==> config.mk <==
export PLATFORM = sky130hd
export DESIGN_NAME = vpu_fp_dst_port
export DESIGN_NICKNAME = d
export VERILOG_FILES = /design/src/rtl/vpu_fp_dst_port.sv
export SDC_FILE = /design/constraint.sdc
export NUM_CORES = 1
export LEC_CHECK = 0
export ABC_AREA = 1
export CAP_MARGIN = 20
export CELL_PAD_IN_SITES_DETAIL_PLACEMENT = 0
export CELL_PAD_IN_SITES_GLOBAL_PLACEMENT = 1
export CORE_MARGIN = 1.5
export CORE_UTILIZATION = 46
export CTS_CLUSTER_SIZE = 40
export DETAILED_ROUTE_END_ITERATION = 8
export HOLD_SLACK_MARGIN = 0.03
export PLACE_DENSITY_LB_ADDON = 0.1
export SLEW_MARGIN = 15
export SYNTH_ARGS = -nofsm -noshare
export SYNTH_HDL_FRONTEND = slang
export SYNTH_SLANG_ARGS = --single-unit
==> constraint.sdc <==
create_clock -name clk -period 4 [get_ports clk]
set_clock_uncertainty 0.2 [all_clocks]
set_input_delay 1.2 -clock clk [delete_from_list [all_inputs] [get_ports clk]]
set_output_delay 1.2 -clock clk [all_outputs]
set_load 0.02 [all_outputs]
==> src/rtl/vpu_fp_dst_port.sv <==
// Destination-port stage for VPU float ALU results: buffers accepted results in a small FIFO
// and drains them to the SRAM write port at consecutive addresses, reporting busy/done per job.
module vpu_fp_dst_port #(
    parameter int DATA_W     = 16,
    parameter int ADDR_W     = 10,
    parameter int LEN_W      = 10,
    parameter int FIFO_DEPTH = 4
) (
    input  logic              clk,
    input  logic              rst_n,
    input  logic              start_i,
    input  logic [ADDR_W-1:0] base_addr_i,
    input  logic [LEN_W-1:0]  len_i,
    input  logic [DATA_W-1:0] result_i,
    input  logic              result_valid_i,
    output logic              result_ready_o,
    output logic              sram_w_req_o,
    output logic [ADDR_W-1:0] sram_w_addr_o,
    output logic [DATA_W-1:0] sram_w_data_o,
    input  logic              sram_w_gnt_i,
    output logic              busy_o,
    output logic              done_o
);

    localparam int PTR_W = $clog2(FIFO_DEPTH);

    typedef enum logic [1:0] {
        S_IDLE,
        S_ACTIVE,
        S_DONE
    } state_t;

    state_t state_q, state_d;

    logic [DATA_W-1:0] mem [FIFO_DEPTH];
    logic [PTR_W-1:0]  rd_ptr_q, wr_ptr_q;
    logic [PTR_W:0]    count_q;
    logic [ADDR_W-1:0] base_q;
    logic [LEN_W-1:0]  len_q, acc_cnt_q, wr_cnt_q;

    logic active, fifo_full, fifo_empty, push, pop, last_write;

    assign active     = (state_q == S_ACTIVE);
    assign fifo_full  = (count_q == (PTR_W+1)'(FIFO_DEPTH));
    assign fifo_empty = (count_q == '0);

    // Ready depends only on registered state, never on valid or grant.
    assign result_ready_o = active && !fifo_full && (acc_cnt_q < len_q);
    assign sram_w_req_o   = active && !fifo_empty;
    assign sram_w_addr_o  = sram_w_req_o ? base_q + ADDR_W'(wr_cnt_q) : '0;
    assign sram_w_data_o  = sram_w_req_o ? mem[rd_ptr_q] : '0;
    assign busy_o         = active;
    assign done_o         = (state_q == S_DONE);

    assign push       = result_valid_i && result_ready_o;
    assign pop        = sram_w_req_o && sram_w_gnt_i;
    assign last_write = pop && (({1'b0, wr_cnt_q} + (LEN_W+1)'(1)) == {1'b0, len_q});

    // NOTE: every signal written in always_comb gets a default first, so no latch is inferred.
    always_comb begin
        state_d = state_q;
        case (state_q)
            S_IDLE:   if (start_i) state_d = (len_i == '0) ? S_DONE : S_ACTIVE;
            S_ACTIVE: if (last_write) state_d = S_DONE;
            S_DONE:   state_d = S_IDLE;
            default:  state_d = S_IDLE;
        endcase
    end

    // NOTE: sequential state uses non-blocking assignments; reset is sampled on the clock edge.
    always_ff @(posedge clk) begin
        if (!rst_n) begin
            state_q   <= S_IDLE;
            rd_ptr_q  <= '0;
            wr_ptr_q  <= '0;
            count_q   <= '0;
            base_q    <= '0;
            len_q     <= '0;
            acc_cnt_q <= '0;
            wr_cnt_q  <= '0;
        end else begin
            state_q <= state_d;
            if (state_q == S_IDLE && start_i) begin
                base_q    <= base_addr_i;
                len_q     <= len_i;
                acc_cnt_q <= '0;
                wr_cnt_q  <= '0;
            end else begin
                if (push) acc_cnt_q <= acc_cnt_q + 1'b1;
                if (pop)  wr_cnt_q  <= wr_cnt_q + 1'b1;
            end
            if (push) wr_ptr_q <= wr_ptr_q + 1'b1;
            if (pop)  rd_ptr_q <= rd_ptr_q + 1'b1;
            case ({push, pop})
                2'b10:   count_q <= count_q + 1'b1;
                2'b01:   count_q <= count_q - 1'b1;
                default: count_q <= count_q;
            endcase
        end
    end

    // NOTE: storage is not reset; pointers and count define validity, so reset empties it.
    always_ff @(posedge clk) begin
        if (push) mem[wr_ptr_q] <= result_i;
    end

endmodule

==> impl_metrics.json <==
{
  "outcome": "finished, final reports clean",
  "postRouteAntennaNets": 0,
  "whs_path_depth": 1,
  "synth_cell_type_count": 40,
  "place_congestion": 0.866,
  "final_common_cell": "nor2_1",
  "p_leak_nw": 2.80,
  "drt_iter0_drc": 245,
  "yosys_warnings": 0,
  "groute.usage.overall_pct": 21.3,
  "min_from": "count_q[0]",
  "wire_per_inst_um": 14.8,
  "cts_buffers": 17,
  "grt_pass1_vias": 4522,
  "fin_area_sq_um": 7180,
  "period_share_pct": 96.5,
  "slew_headroom_pct": 60.3,
  "synth.cell_area_sq_um": 5670,
  "min_to": "count_q[0]",
  "r2r_end": "count_q[2]",
  "fp.dieW_um": 114,
  "h-tree-depth": 4,
  "drive_gt1_share_pct": 11.4,
  "cp_data_required_time_ns": 2.60,
  "worst_ep_arrival_time_ns": 2.46,
  "worstSetupStartpointType": "flop",
  "port_buffers": 70,
  "dp_hpwl_mm": 9.04,
  "grt-ovfl-total": 0,
  "syn_inst": 636,
  "synth_seq_cells": 115,
  "r2r_slack_ns": 1.14,
  "tightestPinTransition_ns": 0.594,
  "first_pass_iters": 4,
  "clk_latency_ns": 0.41,
  "seq_area_sq_um": 2940,
  "cts_tree": "yes",
  "synth_nets": 704,
  "clock_sinks": 115,
  "hold_viol": 0,
  "setup_viol": 0,
  "die_area_sq_um": 13000,
  "antenna_found_initial": 0,
  "grt_max_degree": 33,
  "num_antenna_cells": 0,
  "placed_cell_area_sq_um": 6560,
  "fmax_mhz": 259,
  "ir_drop_v": 0.000180,
  "r2r_cells": 13,
  "syn_area_per_cell_sq_um": 8.92,
  "clk_pin_slew_ns": 0.05,
  "fillers": 1095,
  "rows": 40,
  "dr_total_vias": 4598,
  "critical_path_class": "flop to output pin",
  "ioPinCount": 71,
  "wl_mm": 12.9,
  "reg2reg_from": "state_q[0]",
  "drv_slew": 0,
  "die_h_um": 114,
  "start_util_pct": 47.2,
  "ys_seq_area_share_pct": 51.9,
  "drv_cap": 0,
  "final_nets": 783,
  "drc": 0,
  "finalCriticalPeriod_ns": 3.86,
  "clockRootBuffer": "clkbuf_16",
  "rsz0062_at_grt": "false",
  "setup_tns_ns": 0,
  "avgViaCountPerCell": 5.25,
  "cp_max_fo": 7,
  "multi_input_area_sq_um": 2410,
  "critPathCaptureType": "output pin",
  "hp-class": "flop to flop",
  "core_area_sq_um": 12000,
  "power.density_nw_per_um2": 443,
  "areaGrowthSynthToFinish_pct": 26.7,
  "cts.path.max_buffers": 2,
  "layout_common_cells": "nor2_1, o21ai_0, clkdlybuf4s50_1, edfxtp_1, a21oi_1",
  "finalPower_w": 0.00318,
  "grt_pass1_wl_mm": 21.5
}
==> how the worst max path moves through the flow <==
| stage | start | to | depth (start not counted) |
|---|---|---|---|
| after floorplan | wr_cnt_q[0] | sram_w_addr_o[6] | 9 |
| after global placement | wr_cnt_q[0] | sram_w_addr_o[6] | 10 |
| after detailed placement | wr_cnt_q[0] | sram_w_addr_o[6] | 10 |
| after CTS | wr_cnt_q[0] | sram_w_addr_o[6] | 11 |
| after global routing | wr_cnt_q[0] | sram_w_addr_o[4] | 9 |
| final | wr_cnt_q[2] | sram_w_addr_o[7] | 8 |
==> worst max-delay path, stage by stage (launching register included) <==
cell,delay (ns)
dfxtp_1,0.43
ha_1,0.32
a21oi_1,0.21
o21ai_0,0.16
a21oi_2,0.21
nor2_1,0.08
o21a_1,0.16
nor3_1,0.12
dlygate4sd2_1,0.35
==> cell families (layout without fill, tap and decap cells) <==
logic type      after synthesis  in the layout  share of synthesized area, %
flops                       115            115                          51.9
simple gates                246            246                          19.4
compound gates              158            158                          15.0
xor+xnor                     12             12                          1.85
buf+inv                      78            170                          5.67
fa+ha+maj                    27             27                          6.22
==> per-stage QoR <==
step / setup WS (ns) / util [%] / std cells / hold slack (ns)
2_1_floorplan: 0.768 / - / 636 / 0.222
3_3_place_gp: 0.254 / 54.6 / 842 / 0.239
3_5_place_dp: 0.221 / 54.6 / 842 / 0.242
4_1_cts: 0.00207 / 59.7 / 874 / 0.249
5_1_grt: 0.0263 / 59.8 / 875 / 0.264
6_report: 0.141 / 59.8 / 875 / 0.247
==> cell usage after synthesis (all sizes together) <==
cell type / number / area (sq um)
clkinv: 1 / 3.75
buf: 7 / 52.5
nor3: 3 / 15.0
o211a: 1 / 10.0
clkbuf: 17 / 63.8
nand4: 13 / 81.3
nand3b: 1 / 7.51
inv: 53 / 201
edfxtp: 64 / 1920
nand2: 71 / 302
xnor2: 7 / 61.3
a31oi: 3 / 18.8
dfxtp: 51 / 1020
xor2: 5 / 43.8
o21ai: 79 / 395
fa: 2 / 40.0
a311oi: 1 / 26.3
nor4: 2 / 12.5
a21o: 1 / 7.51
a21oi: 67 / 347
nor2: 127 / 517
o21a: 4 / 30.0
ha: 25 / 313
o2111ai: 1 / 8.76
o21bai: 1 / 7.51
nand3: 29 / 163
==> state kept, by name (all words and copies together), names as in the netlist, named ones only <==
register	count
wr_cnt_q	10
mem	64
rd_ptr_q	2
wr_ptr_q	2
count_q	3
state_q	2
acc_cnt_q	10
len_q	10
base_q	10
==> area by class of cell <==
cell class,count,area share (%)
Clock buffer,20,6.50
Timing Repair Buffer,84,11.4
Clock inverter,12,2.14
Sequential cell,115,41.0
Inverter,54,2.86
Multi-Input combinational cell,443,33.6
Tap cell,147,2.56
==> report_power, final <==
part / internal [W] / switching (W) / total (W)
clock network: 0.00103 / 0.000520 / 0.00155
logic: 0.000129 / 0.000193 / 0.000322
registers: 0.00129 / 0.0000231 / 0.00131
==> per-layer routing <==
metal | up-vias | share of wire (%) | track usage (%) | wire length, um
met4 | 0 | 1.9 | 9.25 | 247
met2 | 97 | 49 | 36.3 | 6360
met1 | 2143 | 44 | 26.7 | 5720
met5 | - | 0 | 0 | 0
li1 | 2338 | - | - | -
met3 | 20 | 4.7 | 3.77 | 607
==> what timing repair did <==
action,in CTS,in global routing
hold buffers,0,0
gates resized for setup,5,9
pin swaps,0,1
endpoints found under the setup margin,5,5
setup buffers,0,1
(Power assumes the default switching activity.)
